===== config.mk =====
export PLATFORM = sky130hd
export DESIGN_NAME = pipe_field_ctrl_flat
export DESIGN_NICKNAME = d
export VERILOG_FILES = /design/src/rtl/pipe_field_if.sv /design/src/rtl/pipe_field_ctrl.sv /design/src/flat_wrapper.sv
export SDC_FILE = /design/constraint.sdc
export NUM_CORES = 1
export LEC_CHECK = 0
export CAP_MARGIN = 20
export CORE_MARGIN = 5
export CORE_UTILIZATION = 49
export DETAILED_ROUTE_END_ITERATION = 16
export PLACE_DENSITY = 0.8
export SYNTH_ARGS = -nofsm -noshare
export SYNTH_HDL_FRONTEND = slang
export SYNTH_SLANG_ARGS = --single-unit

===== constraint.sdc =====
create_clock -name clk -period 2.85 [get_ports clk]
set_clock_uncertainty 0.1 [all_clocks]
set_input_delay 0.855 -clock clk [delete_from_list [all_inputs] [get_ports clk]]
set_output_delay 0.855 -clock clk [all_outputs]
set_load 0.05 [all_outputs]

===== src/rtl/pipe_field_if.sv =====
// Game-field bus between the pipe/score controller and its neighbours:
// tick/start/bird_y come in from the game logic and bird physics, and the
// pipe position, gap, score and game state go out to the renderer and HUD.
interface pipe_field_if;
    logic       tick;
    logic       start;
    logic [8:0] bird_y;
    logic [9:0] pipe_x;
    logic [8:0] gap_y;
    logic [7:0] score;
    logic [1:0] state;
    logic       alive;
    logic       collision;

    modport master (
        output tick, start, bird_y,
        input  pipe_x, gap_y, score, state, alive, collision
    );

    modport slave (
        input  tick, start, bird_y,
        output pipe_x, gap_y, score, state, alive, collision
    );
endinterface


===== src/rtl/pipe_field_ctrl.sv =====
// Pipe field controller: scrolls one pipe, randomises its gap, detects
// bird/pipe and bird/ground collisions, keeps score and runs IDLE/RUN/DEAD.
module pipe_field_ctrl #(
    parameter int unsigned BIRD_X   = 160,
    parameter int unsigned BIRD_R   = 8,
    parameter int unsigned PIPE_W   = 52,
    parameter int unsigned GAP_HALF = 40,
    parameter int unsigned GAP_MIN  = 48,
    parameter int unsigned SPAWN_X  = 640,
    parameter int unsigned SCROLL   = 2
) (
    input logic         clk,
    input logic         rst_n,
    pipe_field_if.slave bus
);

    typedef enum logic [1:0] {
        IDLE = 2'b00,
        RUN  = 2'b01,
        DEAD = 2'b10
    } state_t;

    localparam logic [9:0] SPAWN_PX   = 10'(SPAWN_X);
    localparam logic [8:0] RESET_GAP  = 9'd128;
    localparam logic [7:0] LFSR_SEED  = 8'hA5;

    // Collision bounds in 11-bit signed so that sums of 10-bit positions and
    // negative bird heights can never wrap.
    localparam logic signed [10:0] BIRD_RIGHT = 11'(BIRD_X + BIRD_R);
    localparam logic signed [10:0] BIRD_LEFT  = 11'(BIRD_X - BIRD_R);
    localparam logic signed [10:0] PIPE_W_S   = 11'(PIPE_W);
    localparam logic signed [10:0] BIRD_R_S   = 11'(BIRD_R);
    localparam logic signed [10:0] GAP_HALF_S = 11'(GAP_HALF);

    state_t      state_q, state_d;
    logic [9:0]  pipe_x_q, pipe_x_d;
    logic [8:0]  gap_y_q, gap_y_d;
    logic [7:0]  score_q, score_d;
    logic        scored_q, scored_d;
    logic        collision_q, collision_d;
    logic        alive_q, alive_d;
    logic [7:0]  lfsr_q, lfsr_d;

    logic signed [10:0] px_s, by_s, gy_s, new_px_s;
    logic               ground_hit, pipe_hit_x, pipe_hit_y, hit;
    logic [9:0]         scrolled_px;

    // Signed views of the current pipe, gap and bird for the collision test.
    always_comb begin
        px_s        = signed'({1'b0, pipe_x_q});
        by_s        = 11'(signed'(bus.bird_y));
        gy_s        = signed'({2'b00, gap_y_q});
        scrolled_px = pipe_x_q - 10'(SCROLL);
        new_px_s    = signed'({1'b0, scrolled_px});
        ground_hit  = (by_s <= 11'sd0);
        pipe_hit_x  = (px_s <= BIRD_RIGHT) && ((px_s + PIPE_W_S) > BIRD_LEFT);
        pipe_hit_y  = ((by_s - BIRD_R_S) < (gy_s - GAP_HALF_S)) ||
                      ((by_s + BIRD_R_S) > (gy_s + GAP_HALF_S));
        hit         = ground_hit || (pipe_hit_x && pipe_hit_y);
    end

    // Next-state logic for the game FSM, pipe, score and LFSR.
    always_comb begin
        // NOTE: every signal gets a default here so no path leaves one
        // unassigned, which would otherwise infer a latch.
        state_d     = state_q;
        pipe_x_d    = pipe_x_q;
        gap_y_d     = gap_y_q;
        score_d     = score_q;
        scored_d    = scored_q;
        collision_d = 1'b0;
        lfsr_d      = {lfsr_q[6:0], lfsr_q[7] ^ lfsr_q[5] ^ lfsr_q[4] ^ lfsr_q[3]};

        unique case (state_q)
            IDLE, DEAD: begin
                // start wins over a same-cycle tick; the tick is dropped.
                if (bus.start) begin
                    state_d  = RUN;
                    pipe_x_d = SPAWN_PX;
                    gap_y_d  = RESET_GAP;
                    score_d  = '0;
                    scored_d = 1'b0;
                end
            end
            RUN: begin
                if (bus.tick) begin
                    if (hit) begin
                        state_d     = DEAD;
                        collision_d = 1'b1;
                    end else if (pipe_x_q < 10'(SCROLL)) begin
                        pipe_x_d = SPAWN_PX;
                        gap_y_d  = 9'(GAP_MIN) + {2'b00, lfsr_q[6:0]};
                        scored_d = 1'b0;
                    end else begin
                        pipe_x_d = scrolled_px;
                        if (((new_px_s + PIPE_W_S) <= BIRD_LEFT) && !scored_q) begin
                            scored_d = 1'b1;
                            if (score_q != 8'hFF) begin
                                score_d = score_q + 8'd1;
                            end
                        end
                    end
                end
            end
            default: state_d = IDLE;
        endcase

        alive_d = (state_d == RUN);
    end

    // State register; reset restores the idle field and clears any pulse.
    always_ff @(posedge clk or negedge rst_n) begin
        if (!rst_n) begin
            state_q     <= IDLE;
            pipe_x_q    <= SPAWN_PX;
            gap_y_q     <= RESET_GAP;
            score_q     <= '0;
            scored_q    <= 1'b0;
            collision_q <= 1'b0;
            alive_q     <= 1'b0;
            lfsr_q      <= LFSR_SEED;
        end else begin
            // NOTE: non-blocking assignments so every register samples the
            // pre-edge values computed above, independent of statement order.
            state_q     <= state_d;
            pipe_x_q    <= pipe_x_d;
            gap_y_q     <= gap_y_d;
            score_q     <= score_d;
            scored_q    <= scored_d;
            collision_q <= collision_d;
            alive_q     <= alive_d;
            lfsr_q      <= lfsr_d;
        end
    end

    assign bus.pipe_x    = pipe_x_q;
    assign bus.gap_y     = gap_y_q;
    assign bus.score     = score_q;
    assign bus.state     = state_q;
    assign bus.alive     = alive_q;
    assign bus.collision = collision_q;

endmodule


===== src/flat_wrapper.sv =====
// flat-port wrapper written by rule: the top's interface ports become plain ports
module pipe_field_ctrl_flat 
#(
    parameter int unsigned BIRD_X   = 160,
    parameter int unsigned BIRD_R   = 8,
    parameter int unsigned PIPE_W   = 52,
    parameter int unsigned GAP_HALF = 40,
    parameter int unsigned GAP_MIN  = 48,
    parameter int unsigned SPAWN_X  = 640,
    parameter int unsigned SCROLL   = 2
)
  (clk, rst_n, bus_tick, bus_start, bus_bird_y, bus_pipe_x, bus_gap_y, bus_score, bus_state, bus_alive, bus_collision);
  pipe_field_if bus_i ();
  input logic clk;
  input logic rst_n;
  input wire logic [$bits(bus_i.tick)-1:0] bus_tick;
  input wire logic [$bits(bus_i.start)-1:0] bus_start;
  input wire logic [$bits(bus_i.bird_y)-1:0] bus_bird_y;
  output wire logic [$bits(bus_i.pipe_x)-1:0] bus_pipe_x;
  output wire logic [$bits(bus_i.gap_y)-1:0] bus_gap_y;
  output wire logic [$bits(bus_i.score)-1:0] bus_score;
  output wire logic [$bits(bus_i.state)-1:0] bus_state;
  output wire logic [$bits(bus_i.alive)-1:0] bus_alive;
  output wire logic [$bits(bus_i.collision)-1:0] bus_collision;
  assign bus_i.tick = bus_tick;
  assign bus_i.start = bus_start;
  assign bus_i.bird_y = bus_bird_y;
  assign bus_pipe_x = bus_i.pipe_x;
  assign bus_gap_y = bus_i.gap_y;
  assign bus_score = bus_i.score;
  assign bus_state = bus_i.state;
  assign bus_alive = bus_i.alive;
  assign bus_collision = bus_i.collision;
  pipe_field_ctrl #(.BIRD_X(BIRD_X), .BIRD_R(BIRD_R), .PIPE_W(PIPE_W), .GAP_HALF(GAP_HALF), .GAP_MIN(GAP_MIN), .SPAWN_X(SPAWN_X), .SCROLL(SCROLL)) u_core (.clk(clk), .rst_n(rst_n), .bus(bus_i));
endmodule

==> results.md <==
| Result | Value | Unit |
| --- | --- | --- |
| Core Region | 5540 | um^2 |
| Count of pins over their slew limit | 0 | - |
| PD cells | 904 | nW/um^2 |
| Fillers | 384 | - |
| Clock-pin slew on the worst setup and hold paths | 0.08 | ns |
| Clock buffer count from CTS | 5 | - |
| Synth Area per Inst | 9.05 | um^2 |
| Commonest register cell after synthesis | sky130_fd_sc_hd__dfrtp_1 | - |
| Number of detailed-routing iterations run before antenna repair | 4 | - |
| Leakage power summed over all cells | 1.90 | nW |
| Top cells by area in the synthesized netlist | sky130_fd_sc_hd__dfrtp_1 (28%), sky130_fd_sc_hd__ha_1 (12%), sky130_fd_sc_hd__dfstp_2 (6.5%) | - |
| Measured slew at the worst slew-check pin | 0.835 | ns |
| Clk pwr share | 12.2 | % |
| Flop2flop setup slack | -0.48 | ns |
| Worst-Skew Late Latency | 0.29 | ns |
| Net count, final | 458 | - |
| Number of top-level design ports | 44 | - |
| Internal cell power | 2.06 | mW |
| Overall global routing resource usage | 22.1 | % |
| Largest stage delay, worst path | 0.37 | ns |
| Minimum setup slack in the final design | -0.569 | ns |
| Number of cells after detailed placement | 470 | - |
| Initial drt markers | 109 | - |
| Proportion of layout cells with a drive suffix above 1 | 34.9 | % |
| Wire length of the first global-routing pass | 13.1 | mm |
| Cell Count, Final, Fillers Out | 490 | - |
| Number of enable flip-flop cells after synthesis | 0 | - |
| Starting Density | 50.8 | % |
| Fmax | 293 | MHz |
| Number of input and output port buffers inserted | 41 | - |
| Hold Crit Depth | 0 | - |
| Type of element launching the critical path | primary input | - |
| Number of antenna cells inserted | 0 | - |
| Deepest clock path buffer count | 2 | - |
| Cell type of the slowest stage on the worst timing path | sky130_fd_sc_hd__o31a_1 | - |
| RSZ-0062 raised after global routing | true | - |
| Total Routed Length | 8.07 | mm |
| Vertical extent of the die | 85.8 | um |
| Worst min-delay path endpoint | u_core.lfsr_q[2] | - |
| Count of final hold-check violations | 0 | - |
| Number of antenna violations at the first check in global routing | 0 | - |
| Maximum number of pins on one net before global-route repair | 39 | - |
| Startpoint of the worst hold path | u_core.lfsr_q[1] | - |
| RR Endpoint | u_core.bus.score[0] | - |
| Final clock period utilization by the worst path | 120 | % |
| Via density | 5.68 | - |
| Die outline width | 85.8 | um |
| Violations in the final reports | negative setup slack | - |
| Floorplan die area | 7360 | um^2 |
| Place WS | -1.30 | ns |
| Req. time, crit path | 2.94 | ns |
| Cells traversed along the worst timing path | buf_8 -> ha_4 -> buf_6 -> xor2_1 -> ha_1 -> nand4_1 -> a211oi_2 -> a211oi_2 -> o22a_1 -> o31a_1 -> buf_6 -> buf_6 -> nand3b_1 -> mux2_4 | - |
| Worst ir drop on vdd | 0.979 | mV |
| Number of hold-repair buffers added at the cts stage | 0 | - |
| Logic depth of the worst register-to-register path | 13 | - |
| Std cell rows | 27 | - |
| Cell at the root of the clock tree | sky130_fd_sc_hd__clkbuf_8 | - |
| Count of unresolved DRC violations after routing | 0 | - |
| Result of the run | complete, but fails checks | - |
| Syn. warnings | 0 | - |
| Sequential share of the synthesized area | 34.1 | % |
| Global placement routability congestion | 0.885 | - |
| Signed area change from the synthesized netlist to the final layout | 50.0 | % |
| Net Sw Frac | 46.0 | % |
| Global route total overflow | 0 | - |
| Max H-tree Level | 2 | - |
| Core occupancy in the finished layout | 76.2 | % |
| Post-Synthesis Cell Area | 2820 | um^2 |
| Top cell by count, worst path | sky130_fd_sc_hd__buf_6 | - |
| Power Total | 3.82 | mW |
| Category of the worst setup path capture point | flip-flop | - |
| Total number of vias | 2783 | - |
| Startpoint of the worst setup timing path | bus_bird_y[3] | - |
| Detailed placer's ending HPWL | 5.40 | mm |
| Worst setup path class | primary input to flip-flop | - |
| Startpoint of the worst-slack reg-to-reg timing path | u_core.bus.gap_y[3] | - |
| Fraction of post-synthesis cell area in the top cell type by area | 27.6 | % |
| Path type of the worst min-delay path | flip-flop to flip-flop | - |
| Max transition margin | 44.3 | % |
| WP data arrival | 3.50 | ns |
| Number of nets still failing antenna checks after routing | 0 | - |
| Sequential share of power | 20.3 | % |
| Syn Inst Count | 311 | - |
| Switching Power | 1.76 | mW |
| Vias in the first global route | 2782 | - |
| Clock Sinks | 38 | - |
| Top cell type by total area after synthesis | sky130_fd_sc_hd__dfrtp_1 | - |
| Comb power frac | 67.5 | % |
| Wirelength per Cell | 16.5 | um |
| Maxcap violations | 0 | - |
| Setup violations, final | 27 | - |
| Async SR Flop Fraction | 100 | % |
| Number of unique standard cell types used by synthesis | 55 | - |
| Worst Path Max Fanout | 3 | - |
| Post-synthesis register bit count | 38 | - |
| Minimum clock period | 3.42 | ns |
| CTS tree | built | - |
[cells in the mapped netlist, types with 3 or more instances]
library cell	number
sky130_fd_sc_hd__a211oi_1	4
sky130_fd_sc_hd__a21o_1	6
sky130_fd_sc_hd__a21oi_1	19
sky130_fd_sc_hd__a22o_1	8
sky130_fd_sc_hd__a31oi_1	4
sky130_fd_sc_hd__and3_1	3
sky130_fd_sc_hd__clkbuf_1	8
sky130_fd_sc_hd__dfrtp_1	31
sky130_fd_sc_hd__dfstp_2	7
sky130_fd_sc_hd__ha_1	28
sky130_fd_sc_hd__inv_1	26
sky130_fd_sc_hd__mux2i_1	5
sky130_fd_sc_hd__nand2_1	24
sky130_fd_sc_hd__nand2b_1	5
sky130_fd_sc_hd__nand3_1	11
sky130_fd_sc_hd__nand4_1	4
sky130_fd_sc_hd__nor2_1	17
sky130_fd_sc_hd__nor2b_1	5
sky130_fd_sc_hd__nor3_1	8
sky130_fd_sc_hd__nor3b_1	3
sky130_fd_sc_hd__o21ai_0	15
sky130_fd_sc_hd__or3_1	4
sky130_fd_sc_hd__xnor2_1	18
sky130_fd_sc_hd__xor2_1	8
[state kept, by name, indices dropped and copies added, names as in the netlist]
| name | flops |
|---|---|
| u_core.bus.score | 8 |
| u_core.lfsr_q | 8 |
| u_core.bus.alive | 1 |
| u_core.bus.gap_y | 8 |
| u_core.scored_q | 1 |
| u_core.bus.pipe_x | 9 |
| u_core.bus.collision | 1 |
| u_core.bus.state | 2 |
[how the worst max path moves through the flow]
stage / end / depth (start not counted)
floorplan: u_core.bus.score[5] / 13
global placement: u_core.bus.score[5] / 13
detailed placement: u_core.bus.score[7] / 13
CTS: u_core.bus.score[7] / 13
global route: u_core.bus.score[0] / 14
finish: u_core.bus.score[0] / 14
[metal layers]
metal	routed length [um]	global-route usage (%)
met5	0	0
met4	219	8.63
met3	451	4.51
met2	4110	37.4
met1	3300	27.6
[power by group through the flow]
| stage | combinational [mW] | clock, mW | sequential [mW] |
|---|---|---|---|
| after floorplan | 1.12 | 0 | 1.02 |
| after global placement | 2.10 | 0 | 0.758 |
| after detailed placement | 2.15 | 0 | 0.761 |
| after CTS | 2.35 | 0.474 | 0.755 |
| after global routing | 2.75 | 0.504 | 0.785 |
| final | 2.58 | 0.468 | 0.774 |
[stage by stage]
step                      hold slack (ns)  setup TNS [ns]  instance area, um^2
after floorplan                     0.255           -9.47                 2860
after global placement              0.266          -29.75                 3700
after detailed placement            0.282          -32.60                 3700
after CTS                           0.299           -8.01                 4060
after global routing                0.308          -13.68                 4220
final                               0.297          -11.45                 4220
[repair_timing]
item / CTS / global route
setup endpoints to repair: 30 / 32
gates cloned: 1 / 0
pin swaps: 26 / 29
gates resized for setup: 59 / 45
setup buffers: 11 / 2
[worst max-delay path, delay by kind of cell]
| kind | cells | cell delay (ns) |
|---|---|---|
| AO/OA/AOI/OAI | 4 | 0.94 |
| buffers and inverters | 4 | 0.46 |
| adder cells (fa/ha/maj) | 2 | 0.44 |
| AND/OR/NAND/NOR | 2 | 0.33 |
| multiplexers | 1 | 0.32 |
| XOR/XNOR | 1 | 0.15 |
[cell usage in the layout, fill, tap and decap left out, types with 6 or more instances in the layout]
master and n:
sky130_fd_sc_hd__inv_1 25, sky130_fd_sc_hd__clkdlybuf4s50_1 32, sky130_fd_sc_hd__a21oi_1 11, sky130_fd_sc_hd__dfstp_2 7, sky130_fd_sc_hd__a21oi_2 8, sky130_fd_sc_hd__a21o_1 6
sky130_fd_sc_hd__nand3_1 8, sky130_fd_sc_hd__nor2_1 14, sky130_fd_sc_hd__dfrtp_1 27, sky130_fd_sc_hd__buf_4 60, sky130_fd_sc_hd__xnor2_1 17, sky130_fd_sc_hd__nor3_1 6
sky130_fd_sc_hd__buf_6 8, sky130_fd_sc_hd__ha_1 25, sky130_fd_sc_hd__xor2_1 8, sky130_fd_sc_hd__a22o_1 8, sky130_fd_sc_hd__o21ai_0 9, sky130_fd_sc_hd__nand2_1 18
[cell families (layout without fill, tap and decap cells)]
family | count (synthesis) | after routing | share of synthesized area, %
compound gates | 80 | 80 | 19.8
xor+xnor | 26 | 26 | 8.09
fa+ha+maj | 28 | 28 | 12.4
buf+inv | 39 | 145 | 5.78
flops | 38 | 38 | 34.1
mux | 6 | 6 | 2.18
other cells | 1 | 2 | 0.133
simple gates | 93 | 93 | 17.5
[area by class of cell]
class / instances / area [um^2] / share of cell area (%)
clock inverter: 3 / 45.0 / 1.07
inverter: 26 / 97.6 / 2.31
tap: 72 / 90.1 / 2.13
sequential: 38 / 965 / 22.8
clock buffer: 5 / 68.8 / 1.63
timing repair buffer: 111 / 1010 / 23.8
multi-input combinational: 235 / 1950 / 46.2
Power figures use the tool's default switching activity.
==> RTL edit, RTL diff (same settings) <==
Make the reset (`rst_n`) synchronous in one clocked block.
--- a/src/rtl/pipe_field_ctrl.sv
+++ b/src/rtl/pipe_field_ctrl.sv
@@ -109,7 +109,7 @@
     end
 
     // State register; reset restores the idle field and clears any pulse.
-    always_ff @(posedge clk or negedge rst_n) begin
+    always_ff @(posedge clk) begin
         if (!rst_n) begin
             state_q     <= IDLE;
             pipe_x_q    <= SPAWN_PX;
Function: differs if rst_n is asserted again (counterexample within 4 cycles, from zero or initial values and one cycle with rst_n low); with rst_n held inactive, the same outputs for 10 cycles.
==> RTL edit against the original RTL <==
  * The flow still finishes with violations (negative setup slack)
  * Hold slack better by 0.088 ns
  * Synthesized cell count increased by 9.6%
  * First-iteration DRC count grew 46%
  * Utilization is 0.054 points higher
  * Register-to-register slack better by 0.10 ns
  * Design area is 0.68% higher
  * Area after synthesis rose by 1.4%
  * Wire length increased by 12%
  * Critical path depth shrank 1
  * Worst setup slack improved by 0.049 ns
  * Die area increased by 1.2%
  * Sequential cell count unchanged
  * Maximum frequency grew 1.5%
Power is not compared: it rests on default switching activity, and its combinational part moved more than twofold at a synthesized area within 25%.
==> RTL edit: results (changes against the original RTL) <==
synth.top_cells.by_area: "dfxtp_1 27%, ha_1 12%, o21ai_0 4.2%, a21boi_0 4.2%, nand3_1 3.9%"
synth.avg_cell_area_sq_um: 8.37  # -7.5%
cp.arrival_ns: 3.51  # about the same
ys_top_cells_by_count: "38 x dfxtp_1, 28 x ha_1, 28 x nand2_1, 24 x o21ai_0"
drtIter0Drc: 159  # +46%
yosysUniqueCellTypes: 59  # +7.3%
muxShareOfSynthArea: 0  # -0.0218
grt_usage: 0.210  # -0.0107
vias: 2944  # +5.8%
setup_violations: 30  # +11%
routed_wl_microns: 9060  # +12%
fin_ws_ns: -0.520  # +0.0492 ns
gp_congestion: 0.880  # -0.59%
multi_input_area_share: 0.537  # +0.0754
dp_hpwl_microns: 5620  # +4.1%
yosysSeqAreaShare: 0.267  # -0.0743
placed_cell_area_sq_um: 3710  # +0.27%
ys_async_sr_fraction: 0  # -1.00
r2r-end: "u_core.bus.score[2]"
nNonClkBuffers: 101  # -9.0%
multi_input_comb_cells: 270  # +15%
synth-compound-area-share: 0.229  # +0.0315
stdcell_area_sq_um: 4250  # +0.68%
reg2reg_slack_ns: -0.38  # +0.10 ns
viasPerCell: 5.76  # +1.4%
num-fill-cells: 357  # -7.0%
clock_area_frac: 0.0324  # +0.00541
violations: "negative setup slack"
num-nonclk-inverters: 22  # -15%
grt_max_degree: 35  # -10%
drive_above_1_share: 0.333  # -0.0167
seq_cell_count: 38  # unchanged
reg2regPathDepth: 14  # +1
grt_first_pass_wirelength_microns: 13000  # -1.4%
fin_nets: 479  # +4.6%
cts-resized-gates: 37  # -37%
timing.rr.start: "u_core.bus.gap_y[4]"
status: "finished with violations"
synth_xor_area_frac: 0.0820  # +0.00109
hold_path_startpoint: "u_core.lfsr_q[2]"
[RTL edit: cell types whose count changed after synthesis, sizes merged, moves of 5 or more]
cell	before	now
dfxtp	0	38
a21boi	2	18
a21o	7	1
a21oi	19	13
dfstp	7	0
nand3	11	22
or3	4	9
mux2i	5	0
o21a	2	8
dfrtp	31	0
and2	0	6
o21ai	15	27
a22o	8	0
[RTL edit: routing by layer]
metal | track usage | routed length [microns] | vias up
met4 | 0.0652 | 237 | 0
li1 | - | - | 1419
met3 | 0.0513 | 537 | 23
met1 | 0.259 | 3660 | 1390
met5 | 0 | 0 | -
met2 | 0.360 | 4630 | 112
[RTL edit: worst max-delay path by stage]
stage,from,to,cells after the start
after global placement,bus_bird_y[4],u_core.bus.pipe_x[5],13
after CTS,bus_bird_y[6],u_core.bus.score[3],12
after global routing,bus_bird_y[6],u_core.bus.pipe_x[4],16
final,bus_bird_y[6],u_core.bus.score[2],13
after floorplan,bus_bird_y[5],u_core.bus.score[7],13
after detailed placement,bus_bird_y[4],u_core.bus.pipe_x[5],13
